===== src/rtl/mips_hazard_pkg.sv =====
// mips_hazard_pkg: shared entry record, link states and result-latency encoding for hazard_tracker
package mips_hazard_pkg;
  localparam int RDY_W = 8;
  localparam logic [4:0] ZERO = 5'd0;
  typedef struct packed {
    logic valid;
    logic [4:0] waddr;
    logic [RDY_W-1:0] ready;
  } entry_t;
  typedef enum logic {UNLINKED, LINKED} link_state_t;
  function automatic logic [RDY_W-1:0] ready_of(input logic is_load, input logic is_mul,
                                                input int load_ready, input int mul_ready);
    return is_mul ? RDY_W'(mul_ready) : is_load ? RDY_W'(load_ready) : '0;
  endfunction
endpackage


===== src/rtl/hazard_fwd_select.sv =====
// hazard_fwd_select: youngest-writer match for one source operand, forwarding mux and hazard flag
module hazard_fwd_select
  import mips_hazard_pkg::*;
#(
  parameter int XLEN = 32,
  parameter int NUM_STAGES = 3
) (
  input  entry_t [NUM_STAGES-1:0]    entries,
  input  logic [4:0]                 src,
  input  logic [XLEN-1:0]            rf_data,
  input  logic [NUM_STAGES*XLEN-1:0] stage_data,
  output logic [XLEN-1:0]            data,
  output logic                       hazard
);
  // scan oldest to youngest so the youngest matching writer overrides older ones
  always_comb begin
    data = rf_data;
    hazard = 1'b0;
    for (int i = NUM_STAGES - 1; i >= 0; i--) begin
      if (entries[i].valid && entries[i].waddr == src && src != ZERO) begin
        data = stage_data[i*XLEN +: XLEN];
        hazard = RDY_W'(i) < entries[i].ready;
      end
    end
  end
endmodule


===== src/rtl/hazard_tracker.sv =====
// hazard_tracker: in-flight writer tracking, operand forwarding, interlock and LL/SC link state (optional link FSM: HAZARD_TRACKER_LLSC_EN)
module hazard_tracker
  import mips_hazard_pkg::*;
#(
  parameter int XLEN = 32,
  parameter int NUM_STAGES = 3,
  parameter int LOAD_READY = 1,
  parameter int MUL_READY = 2
) (
  input  logic                       clk,
  input  logic                       rst_n,
  input  logic                       id_valid,
  input  logic [4:0]                 id_rs_addr,
  input  logic [4:0]                 id_rt_addr,
  input  logic                       id_reads_rs,
  input  logic                       id_reads_rt,
  input  logic                       id_we,
  input  logic [4:0]                 id_waddr,
  input  logic                       id_is_load,
  input  logic                       id_is_mul,
  input  logic                       id_is_ll,
  input  logic                       id_is_sc,
  input  logic                       id_is_store,
  input  logic [XLEN-1:0]            rs_data_in,
  input  logic [XLEN-1:0]            rt_data_in,
  input  logic [NUM_STAGES*XLEN-1:0] stage_data,
  input  logic                       link_clear,
  output logic [XLEN-1:0]            rs_data,
  output logic [XLEN-1:0]            rt_data,
  output logic                       stall,
  output logic                       atomic_id,
  output logic                       mem_sc_mask_id
);
  entry_t [NUM_STAGES-1:0] ent;
  entry_t new_e;
  logic rs_hazard, rt_hazard, issue;
  assign stall = id_valid & ((id_reads_rs & rs_hazard) | (id_reads_rt & rt_hazard));
  assign issue = id_valid & ~stall;
  assign new_e = '{valid: issue & id_we & (id_waddr != ZERO), waddr: id_waddr,
                   ready: ready_of(id_is_load, id_is_mul, LOAD_READY, MUL_READY)};
  // records advance every cycle, even while ID is stalled, so stalls always drain
  always_ff @(posedge clk or negedge rst_n)
    if (!rst_n) ent <= '0;
    else ent <= {ent[NUM_STAGES-2:0], new_e};
  hazard_fwd_select #(.XLEN(XLEN), .NUM_STAGES(NUM_STAGES)) u_rs (
    .entries(ent), .src(id_rs_addr), .rf_data(rs_data_in), .stage_data(stage_data),
    .data(rs_data), .hazard(rs_hazard)
  );
  hazard_fwd_select #(.XLEN(XLEN), .NUM_STAGES(NUM_STAGES)) u_rt (
    .entries(ent), .src(id_rt_addr), .rf_data(rt_data_in), .stage_data(stage_data),
    .data(rt_data), .hazard(rt_hazard)
  );
`ifdef HAZARD_TRACKER_LLSC_EN
  link_state_t state, state_nxt;
  // link state register
  always_ff @(posedge clk or negedge rst_n)
    if (!rst_n) state <= UNLINKED;
    else state <= state_nxt;
  // link_clear beats a same-cycle LL; an issued SC or store breaks the link
  always_comb begin
    state_nxt = link_clear ? UNLINKED :
                (issue & id_is_ll) ? LINKED :
                (issue & (id_is_sc | id_is_store)) ? UNLINKED : state;
  end
  assign atomic_id = state == LINKED;
  assign mem_sc_mask_id = id_is_sc & ~atomic_id;
`else
  logic unused_link;
  assign unused_link = ^{link_clear, id_is_ll, id_is_sc, id_is_store};
  assign atomic_id = 1'b0;
  assign mem_sc_mask_id = 1'b0;
`endif
endmodule


===== config.mk =====
export PLATFORM = sky130hd
export DESIGN_NAME = hazard_tracker
export DESIGN_NICKNAME = d
export VERILOG_FILES = /design/src/rtl/mips_hazard_pkg.sv /design/src/rtl/hazard_fwd_select.sv /design/src/rtl/hazard_tracker.sv
export SDC_FILE = /design/constraint.sdc
export NUM_CORES = 1
export LEC_CHECK = 0
export BUFFER_PORTS_ARGS = -buffer_cell sky130_fd_sc_hd__buf_2
export CAP_MARGIN = 5
export CORE_AREA = 2 2 98 100
export DETAILED_ROUTE_END_ITERATION = 12
export DIE_AREA = 0 0 100 102
export GPL_ROUTABILITY_DRIVEN = 0
export PLACE_DENSITY = 0.78
export SETUP_SLACK_MARGIN = 0.4
export SYNTH_ARGS = -nofsm -noshare
export SYNTH_HDL_FRONTEND = slang
export SYNTH_HIERARCHICAL = 1
export SYNTH_SLANG_ARGS = --single-unit

===== constraint.sdc =====
create_clock -name clk -period 5.2 [get_ports clk]
set_clock_uncertainty 0.05 [all_clocks]
set_input_delay 0.52 -clock clk [delete_from_list [all_inputs] [get_ports clk]]
set_output_delay 0.52 -clock clk [all_outputs]
set_load 0.02 [all_outputs]

==> flow_summary.json, run 1 <==
{
  "synth-edff-count": 0,
  "cts_buffers": 3,
  "ys_seq_elements": 24,
  "core_mm2": 0.00911,
  "max-vdd-ir-drop_v": 0.000166,
  "die_w_um": 100,
  "avgSynthCellArea_um2": 7.64,
  "root_buffer": "clkbuf_8",
  "die_area_mm2": 0.0102,
  "wire_per_inst_um": 18.0,
  "synth_area_mm2": 0.00367,
  "p_leak_nw": 2.83,
  "grt_pass1_vias": 4822,
  "fmax_mhz": 292,
  "start_util_pct": 40.2,
  "nets": 914,
  "post_cts_buffers": 0,
  "hold_viol": 0,
  "slew_headroom_pct": 44.4,
  "top_register": "ent",
  "holdBufCountCts": 0,
  "antenna_found_initial": 2,
  "dominantRegCellSynth": "dfrtp_1",
  "reg.largest.list": "ent x24",
  "setup_viol": 0,
  "cp-start-kind": "primary input",
  "cts_buffer_depth": 2,
  "pre_cts_slack_ns": 1.83,
  "drt_pass1_iterations": 4,
  "synth_seq_area_share_pct": 16.4,
  "drc_errors": 0,
  "required_ns": 4.63,
  "synth_warnings": 6,
  "synthCells": 480,
  "fin_util_pct": 55.4,
  "final_common_cell": "buf_2",
  "die_height_um": 102,
  "worst-path-max-fanout": 40,
  "pin_count": 254,
  "via_per_inst": 5.72,
  "finalMaxSlewViolations": 0,
  "vias": 4787,
  "arrival_ns": 2.86,
  "path_class": "primary input to output pin",
  "cts_resized": 0,
  "tns_ns": 0,
  "nFillCells": 906,
  "status": "complete, no violations",
  "drive_gt1_share_pct": 37.9,
  "yosysTopAreaCell": "dfrtp_1",
  "dpl.hpwl_um": 11000,
  "grtUsageTotal_pct": 27.2,
  "yosysUniqueCellTypes": 32,
  "min_period_over_period_pct": 65.9,
  "largest_reg_flops": 24,
  "powerDensity_mw_per_mm2": 135,
  "synth_area_leaders": "dfrtp_1 (16%), a22o_1 (15%), o221ai_1 (15%)",
  "drt_wl_total_um": 15100,
  "cts_tree": "built",
  "rsz0062_at_grt": "no",
  "io_buffers": 247,
  "hold_class": "primary input to async pin",
  "htreeDepth": 1,
  "drv_cap": 0,
  "mostFrequentLayoutCells": "buf_2 (247), nand2_1 (70)",
  "grt_overflow_total": 0,
  "cts_sinks": 24,
  "synth_top_cell_area_share_pct": 16.4,
  "ant_nets": 0,
  "rows": 35,
  "n_antenna_cell": 0,
  "syn_to_final_growth_pct": 37.6,
  "clock_latency_ns": 0.26,
  "worst_slack_ns": 1.77,
  "clk_pin_slew_ns": 0.08,
  "worst_pin_slew_ns": 0.831,
  "async_flop_share_pct": 100,
  "crit_path_end_kind": "output pin",
  "dr.first_iter.drc_count": 264,
  "grt_pass1_wl_um": 22500,
  "min_period_ns": 3.43,
  "grt_max_degree": 41
}
power by group:
part	total, mW	switching, mW	internal (mW)
logic	0.319	0.173	0.146
clock network	0.159	0.0563	0.103
registers	0.205	0.00916	0.196
total	0.683	0.238	0.445
worst max-delay path, stage by stage:
cell and delay, ns:
buf_2 0.15, nor4_2 0.32, nand2b_1 0.09, buf_4 0.28
nand4_4 0.37, buf_4 0.47, o221ai_1 0.26, a22o_1 0.23
buf_2 0.15
metal layers:
| metal | wire length [um] | GRT usage [%] | part of all wire, % | vias to the layer above |
|---|---|---|---|---|
| li1 | - | - | - | 2236 |
| met1 | 5950 | 34.3 | 39 | 2218 |
| met2 | 7310 | 47.0 | 48 | 286 |
| met4 | 362 | 11.0 | 2.4 | 4 |
| met5 | 27 | 0 | 0.18 | - |
| met3 | 1450 | 3.97 | 9.6 | 43 |
kinds of logic (layout without fill, tap and decap cells):
logic type                count (synthesis)  in the layout  share of synthesized area (%)
other                                     1             38                          0.102
AOI/OAI and AO/OA                       200            200                           45.4
and+or+nand+nor                         109            109                           15.6
DFF                                      24             24                           16.4
buffers and inverters                   116            325                           15.4
xor gates and xnor gates                 30             30                           7.17
synth_stat cells, types with 4 or more instances:
library cell	n
o21a_1	64
xor2_1	8
clkbuf_1	18
buf_6	12
buf_4	4
o221ai_1	64
nor4_2	4
nand2_1	70
nand4_1	4
nor3_2	4
nor4_1	8
inv_1	64
dfrtp_1	24
buf_2	18
a22o_1	64
xnor2_1	22
final timing paths:
kind / start / endpoint / slack [ns] / depth (start not counted)
worst max-delay path: id_rt_addr[2] / rt_data[9] / 1.77 / 9
worst min-delay path: rst_n / ent[0]$_DFF_PN0_ / 0.16 / 1
worst max register to register: ent[22]$_DFF_PN0_ / ent[13]$_DFF_PN0_ / 2.60 / 7
worst min register to register: ent[14]$_DFF_PN0_ / ent[28]$_DFF_PN0_ / 0.31 / 0
max in group asynchronous: rst_n / ent[38]$_DFF_PN0_ / 4.60 / 1
min in group clk: ent[14]$_DFF_PN0_ / ent[28]$_DFF_PN0_ / 0.31 / 0
final cells by class:
type	count	area (um^2)	area share (%)
clock buffers	3	41.3	0.818
clock inverters	1	30.0	0.595
inverters	64	240	4.76
multi-input cells	377	2680	53.2
flip-flops and latches	24	601	11.9
well taps	111	139	2.75
repair buffers	257	1310	26.0
per-stage QoR:
step           hold WS [ns]  cell area, um^2  cells  power, mW
2_1_floorplan         0.174             3800    517      0.382
3_3_place_gp          0.287             4970    833      0.517
3_5_place_dp          0.290             4970    833      0.524
4_1_cts               0.169             5050    837      0.685
5_1_grt               0.200             5050    837      0.722
6_report              0.164             5050    837      0.683
(Power assumes the default switching activity.)
==> inputs of run 2 (changes only) <==
--- a/config.mk
+++ b/config.mk
@@ -7,11 +7,11 @@
 export LEC_CHECK = 0
 export BUFFER_PORTS_ARGS = -buffer_cell sky130_fd_sc_hd__buf_2
 export CAP_MARGIN = 5
-export CORE_AREA = 2 2 98 100
+export CORE_AREA = 2 2 99 101
 export DETAILED_ROUTE_END_ITERATION = 12
-export DIE_AREA = 0 0 100 102
+export DIE_AREA = 0 0 101 103
 export GPL_ROUTABILITY_DRIVEN = 0
-export PLACE_DENSITY = 0.78
+export PLACE_DENSITY = 0.77
 export SETUP_SLACK_MARGIN = 0.4
 export SYNTH_ARGS = -nofsm -noshare
 export SYNTH_HDL_FRONTEND = slang
==> constraint.sdc (replaced) <==
create_clock -name clk -period 3.45 [get_ports clk]
set_clock_uncertainty 0.05 [all_clocks]
set_input_delay 0.345 -clock clk [delete_from_list [all_inputs] [get_ports clk]]
set_output_delay 0.345 -clock clk [all_outputs]
set_load 0.02 [all_outputs]
==> run 2 against run 1 <==
Against the previous run: the run now ends with hold timing left; design area up 1.5%; die area up 2.0%; via count up 1.6%; worst setup slack worse by 1.2 ns; largest cell class unchanged; largest power group unchanged.
==> flow_summary.json, run 2 (synthesis results as in run 1) <==
{
  "drc_errors": 0,
  "power.internal_mw": 0.672,
  "finalMaxSlewViolations": 0,
  "drv_cap": 0,
  "path_class": "register to output pin",
  "grt_pass1_vias": 4633,
  "crit_path_end_kind": "output pin",
  "min_period_over_period_pct": 84.5,
  "required_ns": 3.05,
  "final_area_mm2": 0.00512,
  "drt_pass1_iterations": 5,
  "wire_per_inst_um": 18.0,
  "drt_wl_total_um": 15400,
  "powerDensity_mw_per_mm2": 202,
  "path_delay_family": "simple AND/OR/NAND/NOR gates",
  "max-vdd-ir-drop_v": 0.000373,
  "start_util_pct": 38.8,
  "final_cells": 851,
  "multi_input_area_mm2": 0.00268,
  "hold_viol": 9,
  "p_sw_mw": 0.365,
  "dr.first_iter.drc_count": 262,
  "holdBufCountCts": 0,
  "rows": 36,
  "largest_reg_flops": 24,
  "cp-start-kind": "register",
  "post-place-cells": 839,
  "worst-path-max-fanout": 17,
  "clock_power_share_pct": 23.4,
  "sw_frac_of_total_pct": 35.2,
  "die_height_um": 103,
  "worst_pin_slew_ns": 0.774,
  "seq_power_share_pct": 29.9,
  "fin_util_pct": 54.2,
  "r2r_cells": 7,
  "grt_overflow_total": 0,
  "core_mm2": 0.00946,
  "die_area_mm2": 0.0104,
  "tns_ns": 0,
  "grtUsageTotal_pct": 27.1,
  "critical_path.slowest_cell": "or2_1",
  "hold_slack_ns": -0.00248,
  "grt_max_degree": 41,
  "crit_buf_inv": 2,
  "io_buffers": 247,
  "hold_class": "primary input to async pin",
  "grt_pass1_wl_um": 22700,
  "top_register": "ent",
  "setup_viol": 0,
  "cts_buffers": 3,
  "path_depth": 7,
  "htreeDepth": 1,
  "status": "finished, violations left",
  "cts_buffer_depth": 2,
  "syn_to_final_growth_pct": 39.7,
  "nets": 923,
  "pin_count": 254,
  "fmax_mhz": 343,
  "antenna_found_initial": 2,
  "arrival_ns": 2.52,
  "clk_pin_slew_ns": 0.08,
  "cp_cell_sequence": "xnor2_1 > nand4_1 > or2_1 > buf_4 > o221ai_1 > a22o_1 > buf_2",
  "worstReg2RegEnd": "ent[13]$_DFF_PN0_",
  "cts_sinks": 24,
  "reg.largest.list": "ent x24",
  "mostFrequentLayoutCells": "buf_2 (247), nand2_1 (70)",
  "via_per_inst": 5.71,
  "ant_nets": 0,
  "root_buffer": "clkbuf_8",
  "die_w_um": 101,
  "seqCellArea_um2": 601,
  "combPwrFrac_pct": 46.7,
  "dpl.hpwl_um": 11100,
  "vias": 4862,
  "nFillCells": 891,
  "violations": "hold timing",
  "slowest_delay_ns": 0.64,
  "clock_latency_ns": 0.26,
  "rsz0062_at_grt": "no",
  "r2r_start": "ent[22]$_DFF_PN0_",
  "cts_tree": "built",
  "dpl-instance-area_mm2": 0.00500,
  "final_common_cell": "buf_2",
  "slew_headroom_pct": 48.4,
  "reg2reg_slack_ns": 1.21,
  "p_leak_nw": 2.88,
  "min_period_ns": 2.92,
  "critPathLaunch": "ent[37]$_DFF_PN0_",
  "cp-endpoint": "rt_data[10]",
  "drive_gt1_share_pct": 38.6
}
[run 2: cell types whose count changed in the layout (fill, tap and decap cells not counted), sizes merged]
| cell | previous run | this run |
|---|---|---|
| buf | 257 | 266 |
| diode | 0 | 2 |
[run 2: worst min path at each step]
stage,slack [ns],end,cells after the start,from
after global placement,0.29,ent[9]$_DFF_PN0_,1,rst_n
after CTS,0.01,ent[8]$_DFF_PN0_,1,rst_n
final,-0.002,ent[11]$_DFF_PN0_,1,rst_n
after detailed placement,0.29,ent[28]$_DFF_PN0_,0,ent[14]$_DFF_PN0_
after global routing,0.02,ent[9]$_DFF_PN0_,1,rst_n
after floorplan,-0.0006,ent[0]$_DFF_PN0_,0,rst_n
[run 2: power groups by stage]
stage,clock network [mW],registers (mW),logic [mW]
finish,0.242,0.310,0.484
detailed placement,0,0.316,0.478
global route,0.258,0.312,0.529
floorplan,0,0.312,0.264
CTS,0.248,0.310,0.480
global placement,0,0.314,0.467
[run 2: area by class of cell]
cell class / instances / share of cell area, %
Clock inverter: 1 / 0.586
Sequential cell: 24 / 11.7
Inverter: 64 / 4.69
Clock buffer: 3 / 0.806
Antenna cell: 2 / 0.0977
Multi-Input combinational cell: 377 / 52.4
Timing Repair Buffer: 266 / 26.9
Tap cell: 114 / 2.78
[run 2: layer usage]
layer | wire, um | part of all wire, % | global-route usage, % | vias up
met2 | 7640 | 50 | 46.0 | 313
met1 | 5940 | 39 | 35.1 | 2251
met3 | 1420 | 9.3 | 4.14 | 38
met5 | 0 | 0 | 0 | -
met4 | 344 | 2.2 | 9.67 | 0
li1 | - | - | - | 2260
[run 2: through the flow]
| stage | setup slack (ns) | power [mW] |
|---|---|---|
| 4_1_cts | 0.459 | 1.04 |
| 5_1_grt | 0.409 | 1.10 |
| 3_5_place_dp | 0.700 | 0.794 |
| 6_report | 0.534 | 1.04 |
| 3_3_place_gp | 0.720 | 0.782 |
| 2_1_floorplan | 1.16 | 0.575 |
[run 2: repair_timing]
action | CTS | global route
setup buffers | 0 | 6
resized for setup | 0 | 0
setup endpoints to repair | 0 | 1
